File: src/rtl/kmul_pkg.sv
// Shared widths, default multiplier latency and enums for the wide Karatsuba sequencer.
// Latency: none (declarations only).
// Backpressure: none (declarations only).
package kmul_pkg;

  localparam int XW              = 256;      // multiplier X / request operand width
  localparam int YW              = 128;      // multiplier Y width (half of B)
  localparam int PW              = XW + YW;  // multiplier product width
  localparam int RW              = 2 * XW;   // full 256x256 product width
  localparam int MUL_LATENCY_DEF = 7;

  typedef enum logic {
    ISSUE_LO = 1'b0,
    ISSUE_HI = 1'b1
  } issue_state_e;

  typedef enum logic {
    PH_LO = 1'b0,
    PH_HI = 1'b1
  } phase_e;

  // A*B = A*B_lo + (A*B_hi << 128); at 512 bits the sum cannot overflow.
  function automatic logic [RW-1:0] recombine(input logic [PW-1:0] lo,
                                              input logic [PW-1:0] hi);
    return RW'(lo) + (RW'(hi) << YW);
  endfunction

endpackage

File: src/rtl/kseq_rsp_fifo.sv
// Response FIFO, first-word fall-through: head_o/vld_o reflect the oldest entry.
// Latency: a push is visible at the head one cycle later; pop takes effect at the clock edge.
// Backpressure: none internally; the producer must never push when full (credit-guarded upstream).
module kseq_rsp_fifo
  import kmul_pkg::*;
#(
  parameter int W     = RW,
  parameter int DEPTH = 4
) (
  input  logic         clock,
  input  logic         reset,
  input  logic         push_i,
  input  logic [W-1:0] push_dat_i,
  input  logic         pop_i,
  output logic         vld_o,
  output logic [W-1:0] head_o
);

  localparam int AW = (DEPTH > 1) ? $clog2(DEPTH) : 1;
  localparam int CW = $clog2(DEPTH + 1);

  logic [W-1:0]  mem_q [DEPTH];
  logic [AW-1:0] wr_q, wr_d;
  logic [AW-1:0] rd_q, rd_d;
  logic [CW-1:0] cnt_q, cnt_d;
  logic          do_pop;
  logic          full;

  assign do_pop = pop_i && (cnt_q != '0);
  assign full   = (cnt_q == CW'(DEPTH));
  assign vld_o  = (cnt_q != '0);
  // Zero when empty so the response port reads 0 after reset, not stale storage.
  assign head_o = vld_o ? mem_q[rd_q] : '0;

  // Pointer and occupancy next state; pointers wrap naturally since DEPTH is a power of two.
  always_comb begin
    wr_d  = wr_q;
    rd_d  = rd_q;
    cnt_d = cnt_q + CW'(push_i) - CW'(do_pop);
    if (push_i) wr_d = wr_q + AW'(1);
    if (do_pop) rd_d = rd_q + AW'(1);
  end

  // Pointer and occupancy registers.
  always_ff @(posedge clock) begin
    if (reset) begin
      wr_q  <= '0;
      rd_q  <= '0;
      cnt_q <= '0;
    end else begin
      wr_q  <= wr_d;
      rd_q  <= rd_d;
      cnt_q <= cnt_d;
    end
  end

  // Storage array, deliberately not reset; emptiness is tracked by cnt_q.
  always_ff @(posedge clock) begin
    if (push_i) mem_q[wr_q] <= push_dat_i;
  end

  // The credit scheme must make a push into a full FIFO impossible.
  always @(posedge clock) begin
    if (!reset && push_i) assert (!full);
  end

endmodule

File: src/rtl/karatsuba_wide_sequencer.sv
// 256x256 multiply sequencer: splits each request into two 256x128 multiplier beats and recombines to 512 bits.
// Latency: request accept to rsp_valid = 2 + MUL_LATENCY + 1 cycles (10 by default); one request per 2 cycles peak.
// Backpressure: credits reserve a FIFO slot per accepted request, so the non-stallable multiplier never overruns it.
// Optional build macro KSEQ_LAT_CHECK_EN adds a sticky multiplier latency checker on lat_err.
module karatsuba_wide_sequencer
  import kmul_pkg::*;
#(
  parameter int MUL_LATENCY = MUL_LATENCY_DEF,
  parameter int RSP_DEPTH   = 4
) (
  input  logic          clock,
  input  logic          reset,
  input  logic          req_valid,
  output logic          req_ready,
  input  logic [XW-1:0] req_a,
  input  logic [XW-1:0] req_b,
  output logic          mul_in_valid,
  output logic [XW-1:0] mul_x,
  output logic [YW-1:0] mul_y,
  input  logic [PW-1:0] mul_p,
  input  logic          mul_out_valid,
  output logic          rsp_valid,
  input  logic          rsp_ready,
  output logic [RW-1:0] rsp_prod,
  output logic          lat_err
);

  localparam int DW = $clog2(MUL_LATENCY + 1);
  localparam int CW = $clog2(RSP_DEPTH + 1);

  issue_state_e  state_q, state_d;
  logic [DW-1:0] drain_q, drain_d;
  logic [CW-1:0] credits_q, credits_d;
  logic [XW-1:0] a_q, a_d;
  logic [YW-1:0] bhi_q, bhi_d;
  logic          mul_in_valid_q, mul_in_valid_d;
  logic [XW-1:0] mul_x_q, mul_x_d;
  logic [YW-1:0] mul_y_q, mul_y_d;
  phase_e        phase_q, phase_d;
  logic [PW-1:0] lo_q, lo_d;

  logic          accept;
  logic          pop;
  logic          beat_vld;
  logic          push;
  logic [RW-1:0] push_dat;

  // Gated by reset so nothing is accepted on a cycle whose state is being discarded.
  assign req_ready = !reset && (state_q == ISSUE_LO) && (drain_q == '0) && (credits_q != '0);
  assign accept    = req_valid && req_ready;
  assign pop       = rsp_valid && rsp_ready;
  // Multiplier valid stages are not reset, so pulses during the drain window are stale.
  assign beat_vld  = mul_out_valid && (drain_q == '0);

  assign mul_in_valid = mul_in_valid_q;
  assign mul_x        = mul_x_q;
  assign mul_y        = mul_y_q;

  // Issue FSM: low-half beat on accept, high-half beat on the following cycle.
  always_comb begin
    state_d        = state_q;
    mul_in_valid_d = 1'b0;
    mul_x_d        = mul_x_q;
    mul_y_d        = mul_y_q;
    a_d            = a_q;
    bhi_d          = bhi_q;
    case (state_q)
      ISSUE_LO: begin
        if (accept) begin
          mul_in_valid_d = 1'b1;
          mul_x_d        = req_a;
          mul_y_d        = req_b[YW-1:0];
          a_d            = req_a;
          bhi_d          = req_b[XW-1:YW];
          state_d        = ISSUE_HI;
        end
      end
      ISSUE_HI: begin
        mul_in_valid_d = 1'b1;
        mul_x_d        = a_q;
        mul_y_d        = bhi_q;
        state_d        = ISSUE_LO;
      end
      default: state_d = ISSUE_LO;
    endcase
  end

  // Collect: hold the low partial product, then push the recombined result on the high beat.
  always_comb begin
    phase_d  = phase_q;
    lo_d     = lo_q;
    push     = 1'b0;
    push_dat = '0;
    if (beat_vld) begin
      if (phase_q == PH_LO) begin
        lo_d    = mul_p;
        phase_d = PH_HI;
      end else begin
        push     = 1'b1;
        push_dat = recombine(lo_q, mul_p);
        phase_d  = PH_LO;
      end
    end
  end

  // Credits track unreserved FIFO slots; the drain counter runs down once after reset.
  always_comb begin
    credits_d = credits_q - CW'(accept) + CW'(pop);
    drain_d   = drain_q;
    if (drain_q != '0) drain_d = drain_q - DW'(1);
  end

  // Sequencer state registers.
  always_ff @(posedge clock) begin
    if (reset) begin
      state_q        <= ISSUE_LO;
      drain_q        <= DW'(MUL_LATENCY);
      credits_q      <= CW'(RSP_DEPTH);
      a_q            <= '0;
      bhi_q          <= '0;
      mul_in_valid_q <= 1'b0;
      mul_x_q        <= '0;
      mul_y_q        <= '0;
      phase_q        <= PH_LO;
      lo_q           <= '0;
    end else begin
      state_q        <= state_d;
      drain_q        <= drain_d;
      credits_q      <= credits_d;
      a_q            <= a_d;
      bhi_q          <= bhi_d;
      mul_in_valid_q <= mul_in_valid_d;
      mul_x_q        <= mul_x_d;
      mul_y_q        <= mul_y_d;
      phase_q        <= phase_d;
      lo_q           <= lo_d;
    end
  end

  kseq_rsp_fifo #(
    .W     (RW),
    .DEPTH (RSP_DEPTH)
  ) u_rsp_fifo (
    .clock      (clock),
    .reset      (reset),
    .push_i     (push),
    .push_dat_i (push_dat),
    .pop_i      (rsp_ready),
    .vld_o      (rsp_valid),
    .head_o     (rsp_prod)
  );

`ifdef KSEQ_LAT_CHECK_EN
  logic [MUL_LATENCY-1:0] vpipe_q, vpipe_d;
  logic                   lat_err_q, lat_err_d;

  // Delay issued valids by MUL_LATENCY and flag any cycle the multiplier disagrees.
  always_comb begin
    vpipe_d   = (vpipe_q << 1) | MUL_LATENCY'(mul_in_valid_q);
    lat_err_d = lat_err_q;
    if ((drain_q == '0) && (vpipe_q[MUL_LATENCY-1] != mul_out_valid)) lat_err_d = 1'b1;
  end

  // Latency checker registers; the error is sticky until reset.
  always_ff @(posedge clock) begin
    if (reset) begin
      vpipe_q   <= '0;
      lat_err_q <= 1'b0;
    end else begin
      vpipe_q   <= vpipe_d;
      lat_err_q <= lat_err_d;
    end
  end

  assign lat_err = lat_err_q;
`else
  assign lat_err = 1'b0;
`endif

endmodule

File: config.mk
export PLATFORM = sky130hd
export DESIGN_NAME = karatsuba_wide_sequencer
export DESIGN_NICKNAME = d
export VERILOG_FILES = /design/src/rtl/kmul_pkg.sv /design/src/rtl/kseq_rsp_fifo.sv /design/src/rtl/karatsuba_wide_sequencer.sv
export SDC_FILE = /design/constraint.sdc
export NUM_CORES = 2
export LEC_CHECK = 0
export BUFFER_PORTS_ARGS = -buffer_cell sky130_fd_sc_hd__buf_2
export CAP_MARGIN = 10
export CORE_AREA = 5 5 688 690
export CTS_CLUSTER_SIZE = 12
export DETAILED_ROUTE_END_ITERATION = 6
export DIE_AREA = 0 0 693 695
export GPL_TIMING_DRIVEN = 0
export RECOVER_POWER = 25
export SYNTH_ARGS = -nofsm -noshare
export SYNTH_HDL_FRONTEND = slang
export SYNTH_SLANG_ARGS = --single-unit
export TNS_END_PERCENT = 100
File: constraint.sdc
create_clock -name clock -period 17.16 [get_ports clock]
set_clock_uncertainty 0.1 [all_clocks]
set_input_delay 3.432 -clock clock [delete_from_list [all_inputs] [get_ports clock]]
set_output_delay 3.432 -clock clock [all_outputs]
set_load 0.01 [all_outputs]
==> impl_results.md <==
* Post-synth top flop: edfxtp_1
* Worst path arrival time at 11150 ps
* Sw Pwr at 4.80 mW
* Die extent in y at 695 µm
* Internal at 13.1 mW
* Cts bufs inserted at 352
* Crit path kind: in -> reg
* Status: finished with violations
* I/O pins at 1801
* Port bufs at 1791
* Fin crit period at 10540 ps
* Initial drt markers at 12500
* Setup TNS at 0 ps
* Syn Inst Count at 12900
* Placement Setup Slack at 6240 ps
* Most common cell after layout, fill and taps aside: nand2_1
* Least-Margin Pin Slew at 4290 ps
* GRT Util Overall at 0.301
* Synth-to-layout area growth at 20.6%
* CTS tree: built
* Fin. Hold Viols at 0
* Worst path cell trace: buf_2, ha_1, clkbuf_1, nand4_1, or2_2, nor4_2, and2_1, nand4_1, a311o_1, a211o_1, a211o_1, buf_2, nor3_1, clkbuf_1, nand4_1, xor2_1, nor2_1
* Post-Syn Nets at 14100
* Core area at 466000 µm²
* Largest area contributor in the netlist: edfxtp_1
* Final nets at 16300
* Power per cell area at 103 nW/µm²
* Max VDD drop at 79.6 µV
* Grt ovf at 0
* Die ar. at 482000 µm²
* Leakage at 62.2 nW
* Setup Fix Bufs, Post-CTS at 0
* Failing checks: design-rule violations, max-capacitance violations, max-slew violations
* DRT Pass-1 Iters at 7
* Cell variety after synth at 81
* FMAX at 94.9 MHz
* Initial antenna violation count at 318
* Final setup fails at 0
* Sequential power share at 0.456
* Via-to-Cell Ratio at 5.44
* Max-cap check violation count at 16
* Initial Util at 0.309
* RSZ-0062 raised after global routing: no
* Critical-path top delay cell: nor3_1
* Number of global-route vias before repair at 114000
* CTS clk-pin slew, worst paths at 60 ps
* Clock power frac at 0.419
* WP data required at 17770 ps
* Final hold slack at 349 ps
* Final HPWL DP at 627000 µm
* Critical path launch point type: input pin
* Ys async rst share at 0
* Post-synth EDFFs at 2048
* Sequential area share after synthesis at 0.589
* Routability cong. at 1.05
* CP max stage delay at 1140 ps
* Combinational share of power at 0.124
* Final Power at 17.9 mW
* Post-Syn Area at 144000 µm²
* Final Non-Filler Cells at 21900
* Worst Setup End Kind: register
* Crit path max fanout at 10
* Routed vias at 119000
* Rows at 251
* HP Start: lo_q[71]$_SDFFE_PP0P_
* Commonest non-fill, non-tap cells in the layout: 2669 x nand2_1, 2048 x edfxtp_1, 1516 x buf_2
* First-pass GRT wire length at 991000 µm
* Post-route DRC at 1
* Final Cycle Share at 0.614
* Avg WL per Cell at 34.6 µm
* CTS sink cnt at 3218
* Chip width at 693 µm
* Antenna-violating nets left at 0
* Final worst slack at 6620 ps
* Syn avg cell area at 11.2 µm²
* Clk buf depth at 4
* Critical R2R Launch: lo_q[258]$_SDFFE_PP0P_
* Synth Warn # at 0
* Hold_buf cts at 0
* Slew Limit Headroom at -1.86
* Dpl cells at 21000
* Post-CTS sizing at 0
* Largest net degree at the start of global routing at 59
* Worst skew pair latency at 1020 ps
* Switch share at 0.268
* Crit path from: mul_p[158]
* Max-slew violations at 483
* Yosys reg bits at 3218
* Worst hold path class: reg -> reg
* Proportion of layout cells with a drive suffix above 1 at 0.172
* Most common cell on crit path: nand4_1
* Synth top area share at 0.427
* H-tree depth at 5
* Total wire length at 757000 µm
* Root buffer cell: clkbuf_16
* Dominant cells by area after synthesis: edfxtp_1 43%, dfxtp_1 16%, mux4_2 8.0%, nand2_1 7.0%, a21oi_1 5.0%
* Layout fillers at 46800
power by group through the flow:
| stage | clock [mW] | combinational [mW] | sequential, mW |
|---|---|---|---|
| 2_1_floorplan | 0 | 1.22 | 8.32 |
| 3_3_place_gp | 0 | 2.22 | 8.32 |
| 3_5_place_dp | 0 | 2.26 | 8.32 |
| 4_1_cts | 7.61 | 2.26 | 8.16 |
| 5_1_grt | 7.93 | 2.38 | 8.15 |
| 6_report | 7.50 | 2.22 | 8.16 |
state kept, by name (all words and copies together), names as in the netlist, named ones only:
name and flops:
mul_in_valid 1, mul_x 256, state_q 1, a_q 256, u_rsp_fifo.wr_q 2, u_rsp_fifo.mem_q 2048, credits_q 3, lo_q 384
bhi_q 128, phase_q 1, u_rsp_fifo.cnt_q 3, drain_q 3, mul_y 128, u_rsp_fifo.rd_q 2
cell type report:
type	instances	area, µm²	area share
Antenna cell	295	738	0.00425
Clock inverter	118	1410	0.00813
Timing Repair Buffer	1857	9910	0.0570
Inverter	95	357	0.00205
Sequential cell	3218	84900	0.488
Buffer	851	3260	0.0187
Tap cell	6198	7750	0.0446
Multi-Input combinational cell	8734	55600	0.320
Clock buffer	507	9880	0.0569
metrics by stage:
stage | instance area [µm²] | utilization
6_report | 174000 | 0.373
5_1_grt | 174000 | 0.372
4_1_cts | 174000 | 0.373
3_5_place_dp | 162000 | 0.348
3_3_place_gp | 161000 | 0.345
2_1_floorplan | 144000 | -
worst max-delay path: cells and delay by family:
kind	cells	cell delay [ps]
AOI/OAI and AO/OA	3	1590
and+or+nand+nor	8	3410
adders and majority gates	1	360
xor gates and xnor gates	1	430
buffers and inverters	4	1880
worst paths after layout:
path,end,slack (ps),cells after the start
max,u_rsp_fifo.mem_q[1][498]$_DFFE_PP_,6620,17
min,lo_q[71]$_SDFFE_PP0P_,350,2
max reg2reg,u_rsp_fifo.mem_q[1][498]$_DFFE_PP_,9000,16
min reg2reg,lo_q[71]$_SDFFE_PP0P_,350,2
logic make-up (layout without fill, tap and decap cells):
group | count (synthesis) | after routing | synth area share
AO/OA/AOI/OAI | 2680 | 2680 | 0.108
XOR/XNOR | 355 | 355 | 0.0216
adder cells (fa/ha/maj) | 269 | 269 | 0.0235
buffers and inverters | 946 | 3428 | 0.0249
flip-flops | 3218 | 3218 | 0.589
multiplexers | 512 | 512 | 0.0800
other | 1 | 296 | 0.0000260
AND/OR/NAND/NOR | 4917 | 4917 | 0.153
layer usage:
metal,wire [µm],vias to the layer above,share of wire,global-route usage
met3,65700,1666,0.087,0.0777
met1,269000,59500,0.36,0.342
met5,457,-,0.00060,0
met4,75200,72,0.099,0.245
li1,-,51700,-,-
met2,347000,6143,0.46,0.480
cells in the mapped netlist, types with 89 or more instances:
cell type and instances:
inv_1 94, nor2_1 747, buf_1 96, nand4_1 258, and2_1 675, o21ai_0 338
a22oi_1 136, edfxtp_1 2048, a31oi_1 284, mux4_2 512, xor2_1 173, xnor2_1 182
a21o_1 131, clkbuf_1 728, o21bai_1 89, dfxtp_1 1170, ha_1 266, nor3_1 133
nand3_1 129, nand2_1 2669, a21oi_1 1432
Power figures use the tool's default switching activity.
